## config.mk

```make
export PLATFORM = sky130hd
export DESIGN_NAME = mesa_uart_tx
export DESIGN_NICKNAME = d
export VERILOG_FILES = /design/src/rtl/mesa_pkg.sv /design/src/rtl/mesa_baud_tick.sv /design/src/rtl/mesa_uart_tx.sv
export SDC_FILE = /design/constraint.sdc
export NUM_CORES = 1
export LEC_CHECK = 0
export ABC_AREA = 1
export CAP_MARGIN = 20
export CORE_MARGIN = 8
export CORE_UTILIZATION = 52
export DETAILED_ROUTE_END_ITERATION = 10
export PLACE_DENSITY = 0.72
export SYNTH_ARGS = -nofsm -noshare
export SYNTH_HDL_FRONTEND = slang
export SYNTH_SLANG_ARGS = --single-unit
```

## constraint.sdc

```tcl
create_clock -name clk -period 1.7 [get_ports clk]
set_input_delay 0.255 -clock clk [delete_from_list [all_inputs] [get_ports clk]]
set_output_delay 0.255 -clock clk [all_outputs]
set_load 0.05 [all_outputs]
```

## src/rtl/mesa_pkg.sv

```systemverilog
// mesa_pkg: definitions shared by the mesa serial output path.
//   tx_state_t   shifter FSM encoding (IDLE/START/DATA/STOP, 2-bit)
//   ASCII_*      character constants used by the converter and benches
//   frame_cycles clock cycles occupied by one frame on the line
package mesa_pkg;

  typedef enum logic [1:0] {
    ST_IDLE  = 2'd0,
    ST_START = 2'd1,
    ST_DATA  = 2'd2,
    ST_STOP  = 2'd3
  } tx_state_t;

  localparam logic [7:0] ASCII_LF = 8'h0A;
  localparam logic [7:0] ASCII_CR = 8'h0D;

  // start bit + 8 data bits + stop bits, each baud_div cycles long
  function automatic int unsigned frame_cycles(int unsigned baud_div,
                                               int unsigned stop_bits);
    return (9 + stop_bits) * baud_div;
  endfunction

endpackage

```

## src/rtl/mesa_baud_tick.sv

```systemverilog
// mesa_baud_tick: 16-bit loadable down-counter that times one serial bit.
//   clk    system clock
//   reset  synchronous active-high reset, clears the counter
//   load   reload with BAUD_DIV-1 (state entry / bit boundary)
//   tick   high while the counter is 0, i.e. the last cycle of a bit
module mesa_baud_tick
  import mesa_pkg::*;
#(
  parameter logic [15:0] BAUD_DIV = 16'd104
) (
  input  logic clk,
  input  logic reset,
  input  logic load,
  output logic tick
);

  logic [15:0] cnt_reg;

  // The counter only restarts on an explicit load, so every frame is
  // phase-aligned to its own start bit rather than to a free-running divider.
  always_ff @(posedge clk) begin
    if (reset) begin
      cnt_reg <= 16'd0;
    end else if (load) begin
      cnt_reg <= BAUD_DIV - 16'd1;
    end else if (cnt_reg != 16'd0) begin
      cnt_reg <= cnt_reg - 16'd1;
    end
  end

  assign tick = (cnt_reg == 16'd0);

endmodule

```

## src/rtl/mesa_uart_tx.sv

```systemverilog
// mesa_uart_tx: one-entry holding register plus 8N1/8N2 serial shifter.
//   clk           system clock
//   reset         synchronous active-high reset (aborts any frame)
//   tx_char_d     character to send, sampled when tx_char_en=1
//   tx_char_en    single-cycle load strobe
//   tx_char_busy  holding register full (registered)
//   tx_char_idle  holding register empty and shifter idle (registered)
//   tx_overrun    one-cycle pulse when a strobe hits a full holding register
//   txd           serial line, LSB first, idles at 1 (mark)
module mesa_uart_tx
  import mesa_pkg::*;
#(
  parameter logic [15:0] BAUD_DIV  = 16'd104,
  parameter int          STOP_BITS = 1
) (
  input  logic       clk,
  input  logic       reset,
  input  logic [7:0] tx_char_d,
  input  logic       tx_char_en,
  output logic       tx_char_busy,
  output logic       tx_char_idle,
  output logic       tx_overrun,
  output logic       txd
);

  // index of the final stop bit: 0 for one stop bit, 1 for two
  localparam logic STOP_LAST = (STOP_BITS == 2);

  tx_state_t   state_reg;
  logic [7:0]  sr_reg;
  logic [2:0]  bit_cnt_reg;
  logic        stop_cnt_reg;
  logic [7:0]  hold_d_reg;
  logic        hold_v_reg;
  logic        txd_reg;
  logic        busy_reg;
  logic        idle_reg;
  logic        overrun_reg;

  logic        tick;
  logic        baud_load;
  logic        stop_done;
  logic        xfer;
  logic        hold_v_next;
  logic        hold_load;
  logic        overrun_next;

  mesa_baud_tick #(
    .BAUD_DIV (BAUD_DIV)
  ) u_baud (
    .clk   (clk),
    .reset (reset),
    .load  (baud_load),
    .tick  (tick)
  );

  always_comb begin
    stop_done = (state_reg == ST_STOP) && tick && (stop_cnt_reg == STOP_LAST);
    // hold register moves into the shifter from IDLE, or straight from the
    // end of the last stop bit so back-to-back frames have no mark gap
    xfer      = hold_v_reg && ((state_reg == ST_IDLE) || stop_done);
    baud_load = (state_reg == ST_IDLE) ? hold_v_reg : tick;
    // a strobe in the same cycle as a transfer refills the freed slot
    hold_load    = tx_char_en && (xfer || !hold_v_reg);
    hold_v_next  = xfer ? tx_char_en : (hold_v_reg || tx_char_en);
    overrun_next = tx_char_en && hold_v_reg && !xfer;
  end

  always_ff @(posedge clk) begin
    if (reset) begin
      state_reg    <= ST_IDLE;
      sr_reg       <= 8'd0;
      bit_cnt_reg  <= 3'd0;
      stop_cnt_reg <= 1'b0;
      hold_d_reg   <= 8'd0;
      hold_v_reg   <= 1'b0;
      txd_reg      <= 1'b1;
      busy_reg     <= 1'b0;
      idle_reg     <= 1'b1;
      overrun_reg  <= 1'b0;
    end else begin
      hold_v_reg  <= hold_v_next;
      busy_reg    <= hold_v_next;
      overrun_reg <= overrun_next;
      if (hold_load) begin
        hold_d_reg <= tx_char_d;
      end
      idle_reg <= 1'b0;

      // txd_reg is loaded with the level of the state being entered, so the
      // line changes in the same cycle the new state becomes visible
      case (state_reg)
        ST_IDLE: begin
          if (hold_v_reg) begin
            sr_reg    <= hold_d_reg;
            state_reg <= ST_START;
            txd_reg   <= 1'b0;
          end else begin
            txd_reg  <= 1'b1;
            idle_reg <= !hold_v_next;
          end
        end
        ST_START: begin
          if (tick) begin
            state_reg   <= ST_DATA;
            bit_cnt_reg <= 3'd0;
            txd_reg     <= sr_reg[0];
          end
        end
        ST_DATA: begin
          if (tick) begin
            if (bit_cnt_reg == 3'd7) begin
              state_reg    <= ST_STOP;
              stop_cnt_reg <= 1'b0;
              txd_reg      <= 1'b1;
            end else begin
              sr_reg      <= {1'b0, sr_reg[7:1]};
              bit_cnt_reg <= bit_cnt_reg + 3'd1;
              txd_reg     <= sr_reg[1];
            end
          end
        end
        ST_STOP: begin
          if (tick) begin
            if (stop_cnt_reg == STOP_LAST) begin
              if (hold_v_reg) begin
                sr_reg    <= hold_d_reg;
                state_reg <= ST_START;
                txd_reg   <= 1'b0;
              end else begin
                state_reg <= ST_IDLE;
                txd_reg   <= 1'b1;
                idle_reg  <= !hold_v_next;
              end
            end else begin
              stop_cnt_reg <= stop_cnt_reg + 1'b1;
            end
          end
        end
        default: begin
          state_reg <= ST_IDLE;
          txd_reg   <= 1'b1;
        end
      endcase
    end
  end

  assign tx_char_busy = busy_reg;
  assign tx_char_idle = idle_reg;
  assign tx_overrun   = overrun_reg;
  assign txd          = txd_reg;

endmodule

```

Word-level counts from Yosys, hierarchy flattened
Cells that the tools add are included.
{"block": "totals", "elab_cells": 89, "in_bits": 11, "out_inout_bits": 4, "regBits": 42}
{"block": "classes", "n_bitwise": 1, "n_eq_ne": 11, "addsub": 3, "mux": 38, "reduce_logical": 25}
{"cell": "$mux W8", "n": 5}
{"cell": "$pmux W8 S3", "n": 1}
{"cell": "$logic_not A16 Y1", "n": 1}
{"cell": "$mux W1", "n": 16}
{"cell": "$reduce_bool A16 Y1", "n": 1}
{"cell": "$sub A16 B1 Y16 const B", "n": 1}
{"cell": "$mux W7", "n": 2}
{"cell": "$ne A2 B2 Y1 const B", "n": 7}
{"cell": "$mux W2", "n": 6}
{"cell": "$reduce_and A4 Y1", "n": 3}
{"cell": "$mux W3", "n": 3}
{"cell": "$pmux W2 S4", "n": 1}
{"cell": "$logic_and A1 B1 Y1", "n": 6}
{"cell": "$pmux W3 S2", "n": 1}
{"cell": "$reduce_and A6 Y1", "n": 1}
{"cell": "$reduce_bool A2 Y1", "n": 3}
{"cell": "$reduce_and A5 Y1", "n": 1}
{"cell": "$eq A2 B2 Y1 const B", "n": 2}
{"cell": "$pmux W1 S2", "n": 2}
{"cell": "$pmux W1 S4", "n": 1}
{"cell": "$add A3 B1 Y3 const B", "n": 1}
{"cell": "$eq A3 B3 Y1 const B", "n": 1}
{"cell": "$logic_not A1 Y1", "n": 3}
{"cell": "$logic_or A1 B1 Y1", "n": 3}
{"cell": "6 further kinds", "n": 6}

Longest topological paths before layout
{"block": "logic_depth", "depth_word": 11, "depth_mapped": 10, "mapped_depth_nobuf": 10}

Hierarchy
Synthesis repeated with hierarchy kept, for this count alone.
{"block": "unflattened", "cells_unflattened": 334, "area_unflattened_um2": 2237.1}
{"module": "mesa_uart_tx", "area_per_inst_um2": 1276.2, "cells_each": 186, "seq_area_each_um2": 500.5, "n_inst": 1}
{"module": "mesa_baud_tick", "area_per_inst_um2": 960.9, "cells_each": 148, "seq_area_each_um2": 320.3, "n_inst": 1}

Least setup slack after synthesis
No wires, ideal clock.
{"block": "synth_path", "kind": "reg2reg", "startpoint": "register bit_cnt_reg[0]", "endpoint": "register sr_reg[5]", "path_stages_with_launch": 9, "setup_ps": 115, "t_required_ps": 1585, "path_buffers": 1, "slack_ps": 130, "period_less_slack_ps": 1570, "t_arrival_ps": 1455, "path_cell_list": "dfxtp_1 ha_1 ha_1 or2_1 o21ai_4 buf_6 nand3_1 nand2_1 nor2_1"}
{"block": "synth_via", "elab_chain_len": 3}
{"element": "start, declared", "line_no": "mesa_uart_tx.sv:31", "source": "logic [2:0] bit_cnt_reg;"}
{"element": "start signal, assigned", "line_no": "mesa_uart_tx.sv:118", "source": "bit_cnt_reg <= bit_cnt_reg + 3'd1;"}
{"element": "$eq A3 B3 Y1", "line_no": "mesa_uart_tx.sv:112", "source": "if (bit_cnt_reg == 3'd7) begin"}
{"element": "$ne A2 B2 Y1 (no line)"}
{"element": "$reduce_and A5 Y1 (no line)"}
{"element": "end signal, assigned", "line_no": "mesa_uart_tx.sv:95", "source": "sr_reg <= hold_d_reg;"}
{"element": "end signal, assigned", "line_no": "mesa_uart_tx.sv:117", "source": "sr_reg <= {1'b0, sr_reg[7:1]};"}
{"element": "end signal, assigned", "line_no": "mesa_uart_tx.sv:127", "source": "sr_reg <= hold_d_reg;"}
{"element": "end, declared", "line_no": "mesa_uart_tx.sv:30", "source": "logic [7:0] sr_reg;"}
Every way passes these cells.
A chain may end at the register's enable or synchronous reset.

Final worst setup path
{"block": "layout_path", "startpoint": "register bit_cnt_reg[0]", "endpoint": "register sr_reg[3]"}
Same word-level chain as after synthesis.

==> flow_summary.toml <==
[outcome]
run_status = "complete, no violations"

[yosys]
synth_cells = 303
synth.net_count = 322
synth_edf_count = 0
syn_area_mm2 = 0.00218
synthArstFlopShare_pct = 0
synth_cell_types = 31
synth.avg_cell_area_um2 = 7.19
synth_flop_cell = "dfxtp_1"
ys_seq_area_share_pct = 37.7
synth_seq_cells = 41
synth_warnings = 0

[min_path]
holdCritStartpoint = "bit_cnt_reg[2]$_SDFFE_PP0P_"
min_to = "bit_cnt_reg[2]$_SDFFE_PP0P_"
hold_depth = 2
hold_class = "reg2reg"

[sta]
fin_crit_ns = 1.60
finalMaxSlewViolations = 0
fin_skew_ns = 0.00240
finalSetupViolCount = 0
finalSetupTns_ns = 0
post-route-period-util_pct = 94.1
finalHoldViolations = 0
timing.fmax_mhz = 625
worstMarginPinSlew_ns = 0.306
max_slew_margin_pct = 79.4

[critical_path]
worstPathMaxFanout = 16
crit_path_end_kind = "register"
reg2reg_to = "sr_reg[3]$_SDFFE_PP0P_"
critPathLaunchType = "register"
slowest_delay_ns = 0.33
cp_cell_sequence = "ha_1, ha_1, or2_4, o21ai_4, buf_12, nand3_1, nand2_1, nor2_1"
cp.arrival_ns = 1.79
r2r_start = "bit_cnt_reg[0]$_SDFFE_PP0P_"
critPathSlowestCell = "dfxtp_1"
crit_type = "reg2reg"
cp_common_cell = "ha_1"
reg2reg_depth = 8
worstPathRequired_ns = 1.89
rrSetupSlack_ns = 0.10

[floorplan]
fp.dieH_um = 80.7
die_area_mm2 = 0.00651
io_pins = 15
row_count = 23
die_w_um = 80.7
core_area_mm2 = 0.00403
start_util_pct = 54.0

[pwr]
power.internal_uw = 2780
p_clk_share_pct = 15.4
seqPwrFrac_pct = 30.9
vdd_drop_max_mv = 1.17
combPwrFrac_pct = 53.7
p_total_uw = 4930
netSwitchingFraction_pct = 43.6
p_leak_uw = 0.00120
p_sw_uw = 2150
p_per_area_mw_per_mm2 = 1930

[clocking]
worst_skew_pair.late_latency_ns = 0.29
cts_root_buffer = "clkbuf_8"
clock_sinks = 41
cts_tree = "done"
holdBufCountCts = 0
clockBufferDepth = 2
cts_max_level = 2
clkTransAtPathRegs_ns = 0.08
numCtsBuffers = 5

[final_layout]
nFillCells = 372
layout_common_cells = "65 x nand2_1, 47 x nor2_1, 39 x dfxtp_1, 26 x nand3_1"
drive_gt1_share_pct = 14.6
nNetsFinal = 347
final_common_cell = "nand2_1"
antenna_cells = 0
finalInstanceArea_mm2 = 0.00256
largest_reg_flops = 16
area_growth_pct = 17.4

[routing]
vias = 1929
ant_nets = 0
avgViaCountPerCell = 5.10
drc = 0
routed_wl_mm = 4.50
wl_per_cell_um = 11.9
drt-pass1-iter-count = 4
drt_iter0_drc = 114

[grt]
grt_usage_pct = 15.1
antenna_found_initial = 0
first_global_vias = 1777
grt_pass1_wl_mm = 7.89
grt_max_degree = 17
grt-ovfl-total = 0

[place]
postPlaceCellArea_mm2 = 0.00241
gp_congestion = 0.838
dp.final_hpwl_mm = 3.33
portBuffers = 14

[job]
drv_cap = 0
[timing repair]
item,in CTS,in global routing
buffers inserted,1,0
gates cloned,0,0
pin swaps,1,0
endpoints found under the setup margin,8,21
hold endpoints to repair,0,0
resized for setup,0,6
[final cells by class]
type	instances	area, µm²	area share (%)
Clock buffer	5	68.8	2.69
Sequential cell	41	823	32.2
Tap cell	50	62.6	2.45
Multi-Input combinational cell	227	1210	47.4
Timing Repair Buffer	28	260	10.2
Inverter	25	93.8	3.67
Clock inverter	2	35.0	1.37
[critical path, delay by kind of cell, from the launching register on]
family | cells | cell delay, ns
AO/OA/AOI/OAI | 1 | 0.14
adder cells (fa/ha/maj) | 2 | 0.42
buffers and inverters | 1 | 0.15
flip-flops | 1 | 0.33
AND/OR/NAND/NOR | 4 | 0.45
[through the flow]
stage	utilization [%]	instances	setup slack, ns	hold WS, ns
6_report	63.4	378	0.100	0.484
3_3_place_gp	59.9	370	0.0282	0.461
2_1_floorplan	-	303	0.130	0.448
5_1_grt	63.4	378	-0.00966	0.511
4_1_cts	63.0	378	0.0442	0.485
3_5_place_dp	59.9	370	-0.0225	0.468
[cell usage after synthesis (2+ instances only)]
cell type	count	share of area [%]
nand3_1	26	6.0
nand2_1	65	11
ha_1	8	4.6
xor2_1	5	2.0
dfxtp_1	41	38
xnor2_1	6	2.4
clkbuf_1	4	0.69
o21ai_0	7	1.6
nor2_4	2	1.0
nor3_1	5	1.1
inv_1	25	4.3
mux2i_1	7	3.2
buf_6	3	1.6
nand2_2	4	1.1
nor2_2	7	2.0
a21oi_1	25	5.7
nor2_1	49	8.4
[cells by family after synthesis]
family / synth area share (%)
buffers and inverters: 7.30
muxes: 3.22
and+or+nand+nor: 33.4
adders and majority gates: 4.60
DFF: 37.7
xor gates and xnor gates: 4.43
AOI/OAI and AO/OA: 9.31
[per-layer routing]
metal	routed length, µm	global-route usage, %
met4	72	5.36
met5	0	0
met2	2080	24.0
met3	183	4.46
met1	2170	19.0
[worst max path at each step]
stage | slack [ns] | cells after the start | from | end
finish | 0.10 | 8 | bit_cnt_reg[0]$_SDFFE_PP0P_ | sr_reg[3]$_SDFFE_PP0P_
global route | -0.01 | 8 | state_reg[1]$_SDFFE_PP0P_ | state_reg[1]$_SDFFE_PP0P_
CTS | 0.04 | 8 | state_reg[0]$_SDFFE_PP0P_ | bit_cnt_reg[0]$_SDFFE_PP0P_
detailed placement | -0.02 | 7 | bit_cnt_reg[0]$_SDFFE_PP0P_ | sr_reg[4]$_SDFFE_PP0P_
global placement | 0.03 | 7 | bit_cnt_reg[0]$_SDFFE_PP0P_ | sr_reg[6]$_SDFFE_PP0P_
floorplan | 0.13 | 8 | bit_cnt_reg[0]$_SDFFE_PP0P_ | sr_reg[5]$_SDFFE_PP0P_
[power groups by stage]
| stage | clock [µW] | combinational, µW | sequential, µW |
|---|---|---|---|
| after global placement | 0 | 2530 | 1530 |
| after CTS | 778 | 2620 | 1510 |
| after floorplan | 0 | 1950 | 1550 |
| after global routing | 816 | 2980 | 1560 |
| final | 761 | 2650 | 1520 |
| after detailed placement | 0 | 2560 | 1530 |
Note: power is estimated with default switching activity, not from simulation.
